**src/rtl/cmp_trend_monitor.sv**
```systemverilog
// Debounced trend monitor for a three-flag magnitude comparator.
// Tracks per-outcome saturating counts and latches illegal flag combinations.
module cmp_trend_monitor #(
  parameter int DEBOUNCE = 3,
  parameter int CNT_W    = 8
) (
  input  logic             clk,
  input  logic             rst_n,
  input  logic             in_valid,
  input  logic             A_less_B,
  input  logic             A_greater_B,
  input  logic             A_equal_B,
  input  logic             clear,
  output logic [1:0]       state_out,
  output logic             state_change,
  output logic [CNT_W-1:0] less_cnt,
  output logic [CNT_W-1:0] greater_cnt,
  output logic [CNT_W-1:0] equal_cnt,
  output logic             flag_err
);

  typedef enum logic [1:0] {
    ST_UNKNOWN = 2'b00,
    ST_LESS    = 2'b01,
    ST_GREATER = 2'b10,
    ST_EQUAL   = 2'b11
  } state_t;

  localparam logic [3:0] RUN_MAX = 4'(DEBOUNCE);

  function automatic logic [CNT_W-1:0] sat_inc_cnt(input logic [CNT_W-1:0] v);
    return (&v) ? v : v + CNT_W'(1);
  endfunction

  function automatic logic [3:0] sat_inc_run(input logic [3:0] v);
    return (v >= RUN_MAX) ? RUN_MAX : v + 4'd1;
  endfunction

  logic [2:0] flags;
  logic       onehot;
  logic       accept;
  logic       illegal;
  state_t     outcome;
  state_t     state_q;
  state_t     state_d;
  state_t     last_p0;
  logic [3:0] run_p0;
  logic [3:0] run_nxt;
  logic       chg_p0;

  assign flags   = {A_equal_B, A_greater_B, A_less_B};
  assign onehot  = (flags == 3'b001) || (flags == 3'b010) || (flags == 3'b100);
  assign accept  = in_valid && onehot;
  assign illegal = in_valid && !onehot;

  always_comb begin
    outcome = ST_UNKNOWN;
    if (A_less_B)         outcome = ST_LESS;
    else if (A_greater_B) outcome = ST_GREATER;
    else if (A_equal_B)   outcome = ST_EQUAL;
  end

  // "No outcome yet" is encoded as ST_UNKNOWN, so the first sample always starts a new run.
  always_comb begin
    run_nxt = 4'd1;
    if (outcome == last_p0) run_nxt = sat_inc_run(run_p0);
  end

  always_comb begin
    state_d = state_q;
    if (accept && (run_nxt == RUN_MAX) && (outcome != state_q)) state_d = outcome;
  end

  // Stage p0: state register, change pulse and run tracking
  always_ff @(posedge clk) begin
    if (!rst_n) begin
      state_q <= ST_UNKNOWN;
      chg_p0  <= 1'b0;
    end else begin
      state_q <= state_d;
      chg_p0  <= (state_d != state_q);
    end
  end

  always_ff @(posedge clk) begin
    if (!rst_n) begin
      run_p0  <= 4'd0;
      last_p0 <= ST_UNKNOWN;
    end else if (accept) begin
      run_p0  <= run_nxt;
      last_p0 <= outcome;
    end
  end

  // Stage p0: statistics; clear beats counting, an illegal sample beats clear
  always_ff @(posedge clk) begin
    if (!rst_n) begin
      less_cnt    <= '0;
      greater_cnt <= '0;
      equal_cnt   <= '0;
      flag_err    <= 1'b0;
    end else begin
      if (clear) begin
        less_cnt    <= '0;
        greater_cnt <= '0;
        equal_cnt   <= '0;
      end else if (accept) begin
        if (outcome == ST_LESS)    less_cnt    <= sat_inc_cnt(less_cnt);
        if (outcome == ST_GREATER) greater_cnt <= sat_inc_cnt(greater_cnt);
        if (outcome == ST_EQUAL)   equal_cnt   <= sat_inc_cnt(equal_cnt);
      end
      if (illegal)    flag_err <= 1'b1;
      else if (clear) flag_err <= 1'b0;
    end
  end

  assign state_out    = state_q;
  assign state_change = chg_p0;

endmodule

```
**config.mk**
```make
export PLATFORM = sky130hd
export DESIGN_NAME = cmp_trend_monitor
export DESIGN_NICKNAME = d
export VERILOG_FILES = /design/src/rtl/cmp_trend_monitor.sv
export SDC_FILE = /design/constraint.sdc
export NUM_CORES = 1
export LEC_CHECK = 0
export CORE_MARGIN = 4
export CORE_UTILIZATION = 30
export DETAILED_ROUTE_END_ITERATION = 6
export SYNTH_ARGS = -nofsm -noshare
export SYNTH_HDL_FRONTEND = slang
export SYNTH_SLANG_ARGS = --single-unit
```
**constraint.sdc**
```tcl
create_clock -name clk -period 4.07 [get_ports clk]
set_clock_uncertainty 0.2 [all_clocks]
set_input_delay 0.407 -clock clk [delete_from_list [all_inputs] [get_ports clk]]
set_output_delay 0.407 -clock clk [all_outputs]
set_load 0.1 [all_outputs]
```
# Word-level counts from Yosys, hierarchy flattened
# Cells that the tools add are included.
dict set report word_totals {
  ff_bits 34
  in_bits 7
  output_inout_bits 28
  elab_cells 50
}
dict set report classes {
  addsub 4
  magnitude_cmp 1
  n_eq_ne 10
  muxes 8
  n_bitwise 4
  n_reduce_logical 15
}
# cell count
set op_table {}
lappend op_table {{$add 8x1->8 const B} 3}
lappend op_table {{$reduce_and 8->1} 3}
lappend op_table {{$reduce_and 3->1} 3}
lappend op_table {{$mux 2} 4}
lappend op_table {{$mux 4} 2}
lappend op_table {{$add 4x1->4 const B} 1}
lappend op_table {{$eq 2x2->1 const B} 2}
lappend op_table {{$eq 4x2->1 const B} 1}
lappend op_table {{$ge 4x2->1 const B} 1}
lappend op_table {{$logic_and 1x1->1} 4}
lappend op_table {{$ne 2x2->1} 2}
lappend op_table {{$not 1->1} 4}
lappend op_table {{$eq 3x1->1 const B} 1}
lappend op_table {{$eq 3x2->1 const B} 1}
lappend op_table {{$eq 3x3->1 const B} 1}
lappend op_table {{$eq 2x1->1 const B} 1}
lappend op_table {{$eq 2x2->1} 1}
lappend op_table {{$logic_or 1x1->1} 2}
lappend op_table {{$mux 1} 2}
lappend op_table {{$reduce_bool 2->1} 1}
lappend op_table {{$reduce_or 2->1} 1}
lappend op_table {{$logic_not 1->1} 1}

# Logic depth before layout (Yosys ltp)
# Gate-level depths: netlist of run 1.
dict set report logic_depth {
  ltp_word 10
  mapped_depth 5
  ltp_nobuf 5
}

# Least setup slack after synthesis of run 1
# No wires, ideal clock.
dict set report synth_path {
  kind {reg2reg}
  from {register less_cnt[0]}
  to {register less_cnt[7]}
  setup_time_ns 0.115
  t_arrival_ns 2.230
  t_required_ns 3.755
  slack_ns 1.525
  stages_incl_launch_ff 6
  path_buffers 0
  synth_period_minus_slack_ns 2.545
  cell_sequence {dfxtp_1 -> ha_1 -> nand2_1 -> o31ai_2 -> nor4_1 -> o21a_1}
}
dict set report synth_between {
  elab_chain_len 3
  word_cells_on_any_way 4
  cone_classes {add/sub: 1; bitwise: 1; reduce/logical: 2}
}
# item line_no
set synth_rtl {}
lappend synth_rtl {{start: declaration} 16} ;# output logic [CNT_W-1:0] less_cnt,
lappend synth_rtl {{start signal: assignment} 108} ;# if (outcome == ST_LESS) less_cnt <= sat_inc_cnt(less_cnt);
lappend synth_rtl {{parallel branches: the longest is 3 deep, another holds $add 8x1->8} -}
# Several ways; the timed one is not identified.
# A chain may end at the register's enable or synchronous reset.

# Worst setup path in the final report of run 1
dict set report layout_path {
  from {register equal_cnt[3]}
  to {output port equal_cnt[3]}
}
# item line_no
set layout_lines {}
lappend layout_lines {{start: declaration} 18} ;# output logic [CNT_W-1:0] equal_cnt,
lappend layout_lines {{start signal: assignment} 110} ;# if (outcome == ST_EQUAL) equal_cnt <= sat_inc_cnt(equal_cnt);
# No word-level cell between the ends.

==> flow_metrics.tcl, run 1 <==
set metrics [dict create \
    wl_um 3900 \
    cts.sinks 34 \
    slowest_stage "clkdlybuf4s50_1" \
    crit_type "reg2out" \
    r2r_slack_ns 2.10 \
    ant_nets 0 \
    synth_seq_cells 34 \
    period_share_pct 61.4 \
    drc 0 \
    cts_made_buffers 5 \
    fin_crit_ns 2.50 \
    avgRoutedWirePerCell_um 12.9 \
    stdcell_area_sq_mm 0.00221 \
    synth_ff_type "dfxtp_1" \
    worstReg2RegStart "greater_cnt[1]$_SDFFE_PP0P_" \
    synth_top_area_cell "dfxtp_1" \
    tns_ns 0 \
    io_buffers 34 \
    hold_viol 0 \
    ioPinCount 35 \
    grt_pass1_wl_um 6610 \
    cts_max_path_buffers 2 \
    clock.fmax_mhz 400 \
    slew_violations 0 \
    path_depth 1 \
    critPathCaptureType "output pin" \
    ir_drop_uv 132 \
    hold_class "reg2reg" \
    diodes 0 \
    yosysUniqueCellTypes 42 \
    outcome "finished clean" \
    cts_hold_buf 0 \
    drt_iter0_drc 81 \
    grt_max_degree 23 \
    die_h_um 83.3 \
    worst_pin_slew_ns 0.977 \
    core_area_sq_mm 0.00551 \
    max_stage_delay_ns 1.18 \
    hold_depth 1 \
    critPathBufInv 1 \
    cts_tree "done" \
    dpl_cell_area_sq_mm 0.00210 \
    setup_viol 0 \
    syn_to_final_growth_pct 30.2 \
    gp_congestion 0.743 \
    gr-total-overflow 0 \
    drive_gt1_share_pct 6.09 \
    power_density_mw_per_mm2 309 \
    cp.arrival_ns 1.89 \
    r2r_end "greater_cnt[1]$_SDFFE_PP0P_" \
    yosys_warnings 0 \
    cts_resized 0 \
    synth_edf_count 0 \
    crit_chain "clkdlybuf4s50_1" \
    vias_per_cell 5.20 \
    drv_cap 0 \
    required_ns 3.46 \
    reg2reg_depth 5 \
    netlist_instances 194 \
    cts.reportedPaths.clkPinSlew_ns 0.07 \
    num_vias 1569 \
    die_area_sq_mm 0.00694 \
    mappedNetlistNets 205 \
    antenna_found_initial 0 \
    nets 240 \
    grtUsageTotal_pct 11.8 \
    ys_seq_area_share_pct 40.0 \
    start_util_pct 30.9 \
    num_rows 27 \
    crit_family "buffers and inverters" \
    final_cell_mix "34 x dfxtp_1, 34 x clkdlybuf4s50_1, 17 x nor2_1, 17 x nand2_1, 14 x a21oi_1" \
    setup.worst_path.end "equal_cnt[3]" \
    grt_pass1_vias 1411 \
    synth_area_sq_mm 0.00170 \
    cp-start-kind "register" \
    final.fill_count 564 \
    slew_headroom_pct 34.6 \
    rsz0062_at_grt "false" \
    place.detailed.hpwl_um 2780 \
    drt_pass1_iterations 4 \
    synth_top_area_share_pct 40.0 \
    die_x_um 83.3 \
    clock_latency_ns 0.28 \
    synth_area_leaders "dfxtp_1 40%, xor2_1 4.6%, a21oi_1 4.1%" \
    leakage_nw 0.775 \
    crit_path_start "equal_cnt[3]$_SDFFE_PP0P_" \
    clock-root-buffer "clkbuf_8" \
    postCtsSetupBuffers 0 \
    worst-path-max-fanout 6 \
    syn-mean-instance-area_sq_um 8.76 \
    htreeDepth 2 \
    async_flop_share_pct 0 \
]
-- layer usage --
| metal | track usage [%] | routed length, um |
|---|---|---|
| met1 | 15.7 | 1970 |
| met3 | 4.76 | 179 |
| met5 | 0 | 0 |
| met4 | 4.46 | 48 |
| met2 | 16.8 | 1700 |
-- final cells by class --
cell class	count	area [sq um]	area share, %
Clock buffer	8	110	4.97
Inverter	3	11.3	0.508
Multi-Input combinational cell	151	982	44.4
Sequential cell	34	681	30.7
Tap cell	72	90.1	4.07
Timing Repair Buffer	34	340	15.4
-- flip-flops by register name, indices dropped and copies added, names as in the netlist --
name and cells:
state_out 2, less_cnt 8, equal_cnt 8, last_p0 2, flag_err 1, state_change 1, run_p0 4, greater_cnt 8
-- Yosys cell counts (all sizes together) (3+ instances only) --
master   n
or3      7
nand3    8
or4      5
o31a     3
and3     5
nor2b    3
and4bb   3
nand2   17
nor4     3
nor3     3
ha       4
clkbuf   3
o211ai   3
mux2i    5
nor2    17
o31ai    6
dfxtp   34
xor2     9
buf      3
inv      3
a21oi   14
o21ai   13
-- power by group --
part	switching (mW)	internal, mW
Clock	0.123	0.171
Combinational	0.0336	0.0182
Sequential	0.00263	0.336
Total	0.160	0.525
-- kinds of logic (layout without fill, tap and decap cells) --
group	after synthesis	count (layout)	synth area share, %
and+or+nand+nor	81	81	26.1
AOI/OAI and AO/OA	51	51	20.6
DFF	34	34	40.0
xor gates and xnor gates	10	10	5.15
buffers and inverters	9	45	2.21
muxes	5	5	2.94
adders and majority gates	4	4	2.94
-- worst min-delay path by stage --
stage,to,slack [ns],start
after floorplan,run_p0[1]$_SDFFE_PN0P_,0.24,run_p0[1]$_SDFFE_PN0P_
after global placement,run_p0[1]$_SDFFE_PN0P_,0.25,run_p0[1]$_SDFFE_PN0P_
after detailed placement,run_p0[1]$_SDFFE_PN0P_,0.27,run_p0[1]$_SDFFE_PN0P_
after CTS,run_p0[1]$_SDFFE_PN0P_,0.28,run_p0[1]$_SDFFE_PN0P_
after global routing,run_p0[1]$_SDFFE_PN0P_,0.28,run_p0[1]$_SDFFE_PN0P_
final,run_p0[3]$_SDFFE_PN0P_,0.28,run_p0[3]$_SDFFE_PN0P_
-- metrics by stage --
step / worst slack [ns] / hold slack, ns / total power [mW] / utilization (%) / cells
3_5_place_dp: 1.49 / 0.267 / 0.398 / 38.2 / 294
5_1_grt: 1.51 / 0.285 / 0.715 / 40.2 / 302
6_report: 1.57 / 0.277 / 0.684 / 40.2 / 302
2_1_floorplan: 1.53 / 0.236 / 0.381 / - / 194
4_1_cts: 1.55 / 0.278 / 0.696 / 40.2 / 302
3_3_place_gp: 1.52 / 0.251 / 0.397 / 38.2 / 294
No activity file was read; power rests on OpenSTA's default activity.
==> run 2, diff against run 1 <==
==> constraint.sdc (replaced) <==
create_clock -name clk -period 2.2 [get_ports clk]
set_clock_uncertainty 0.2 [all_clocks]
set_input_delay 0.22 -clock clk [delete_from_list [all_inputs] [get_ports clk]]
set_output_delay 0.22 -clock clk [all_outputs]
set_load 0.1 [all_outputs]
==> run 2 against run 1 <==
  * Critical path type is now in2reg
  * Clock-buffer cell count fell by 1
  * Critical path depth rose by 5
  * Die area did not move
  * Clock power rose by 91%
  * Design area rose by 0.45%
  * Cell count rose by 2.6%
  * Register-to-register slack got worse by 1.8 ns
  * First-iteration DRC count rose by 21%
  * Non-clock buffer count rose by 8
==> flow_metrics.tcl, run 2 (synthesized netlist as in run 1, its figures left out) <==
set metrics [dict create \
    cts_resized 0 \
    switching_share_pct 22.6 \
    setup_ws_ns 0.298 \
    required_ns 2.21 \
    drt_pass1_iterations 4 \
    period_share_pct 86.4 \
    grt_max_degree 22 \
    place_ws_ns 0.0261 \
    wl_um 4040 \
    critPathCaptureType "register" \
    cts_max_path_buffers 2 \
    p_clk_share_pct 43.5 \
    stdcell_area_sq_mm 0.00222 \
    r2r_slack_ns 0.30 \
    ir_drop_uv 211 \
    syn_to_final_growth_pct 30.8 \
    cp.arrival_ns 1.91 \
    slew_headroom_pct 60.5 \
    finalNonFillerCells 310 \
    slew_violations 0 \
    htreeDepth 2 \
    p_int_uw 1000 \
    die_h_um 83.3 \
    leakage_nw 0.876 \
    cts_made_buffers 5 \
    ant_nets 0 \
    vias_per_cell 5.17 \
    rsz0062_at_grt "false" \
    cts_tree "done" \
    start_util_pct 30.9 \
    setup_viol 0 \
    die_area_sq_mm 0.00694 \
    pwr-share-seq_pct 48.5 \
    cp-start-kind "input pin" \
    drv_cap 0 \
    power_density_mw_per_mm2 580 \
    reg_top3 "equal_cnt: 8 flops, greater_cnt: 8 flops, less_cnt: 8 flops" \
    postCtsSetupBuffers 0 \
    clock.fmax_mhz 526 \
    hold_viol 0 \
    num_vias 1604 \
    gr-total-overflow 0 \
    die_x_um 83.3 \
    nets 248 \
    utilization_pct 40.4 \
    worst_pin_slew_ns 0.589 \
    clock_latency_ns 0.28 \
    fin_crit_ns 1.90 \
    drt_iter0_drc 98 \
    final_common_cell "buf_4" \
    place.detailed.hpwl_um 2970 \
    grt_pass1_wl_um 7130 \
    tns_ns 0 \
    io_buffers 34 \
    grt_pass1_vias 1507 \
    grtUsageTotal_pct 12.3 \
    ioPinCount 35 \
    worst-path-max-fanout 12 \
    crit_type "in2reg" \
    num_rows 27 \
    clock-root-buffer "clkbuf_8" \
    cts.sinks 34 \
    power_frac_comb_pct 8.0 \
    final_cell_mix "36 x buf_4, 19 x dfxtp_2, 17 x nor2_1, 17 x nand2_1, 15 x dfxtp_1" \
    hold_class "reg2reg" \
    outcome "finished clean" \
    avgRoutedWirePerCell_um 13.0 \
    antenna_found_initial 0 \
    cts.reportedPaths.clkPinSlew_ns 0.07 \
    core_area_sq_mm 0.00551 \
    gp_congestion 0.759 \
    dpl_cell_area_sq_mm 0.00212 \
    drive_gt1_share_pct 28.2 \
    dp_cells 302 \
    p_switching_uw 291 \
    cts_hold_buf 0 \
    drc 0 \
    diodes 0 \
]
## run 2: layer usage
metal	up-vias	GRT usage (%)	wire length, um
met5	-	0	0
li1	807	-	-
met2	26	19.0	1810
met4	0	4.90	74
met3	8	3.97	170
met1	763	15.9	1990
## run 2: final timing paths
kind,start,endpoint,depth (start not counted)
hold / removal,run_p0[1]$_SDFFE_PN0P_,run_p0[1]$_SDFFE_PN0P_,2
setup / recovery,A_less_B,state_out[1]$_SDFF_PN0_,6
hold reg to reg,run_p0[1]$_SDFFE_PN0P_,run_p0[1]$_SDFFE_PN0P_,2
setup reg to reg,less_cnt[0]$_SDFFE_PP0P_,less_cnt[7]$_SDFFE_PP0P_,5
## run 2: power by group through the flow
| stage | clock network [mW] | logic, mW | registers, mW |
|---|---|---|---|
| 5_1_grt | 0.610 | 0.113 | 0.627 |
| 6_report | 0.562 | 0.103 | 0.626 |
| 3_3_place_gp | 0 | 0.103 | 0.640 |
| 4_1_cts | 0.587 | 0.103 | 0.626 |
| 3_5_place_dp | 0 | 0.103 | 0.640 |
| 2_1_floorplan | 0 | 0.0511 | 0.654 |
## run 2: critical path, cell delays in order
cell and delay (ns):
clkdlybuf4s50_1 0.50, buf_4 0.22, nor3b_1 0.14, o2111a_1 0.27, o22ai_1 0.34, mux2i_1 0.22
## run 2: stage by stage
| stage | hold WS, ns | power [mW] |
|---|---|---|
| after floorplan | 0.161 | 0.706 |
| after global placement | 0.245 | 0.743 |
| after detailed placement | 0.253 | 0.743 |
| after CTS | 0.264 | 1.32 |
| after global routing | 0.288 | 1.35 |
| final | 0.261 | 1.29 |
## run 2: area by class of cell
type	count	area, sq um
fillers	560	3280
multi-input cells	151	982
flip-flops and latches	34	704
repair buffers	42	330
well taps	72	90.1
clock buffers	7	76.3
clock inverters	1	30.0
inverters	3	11.3
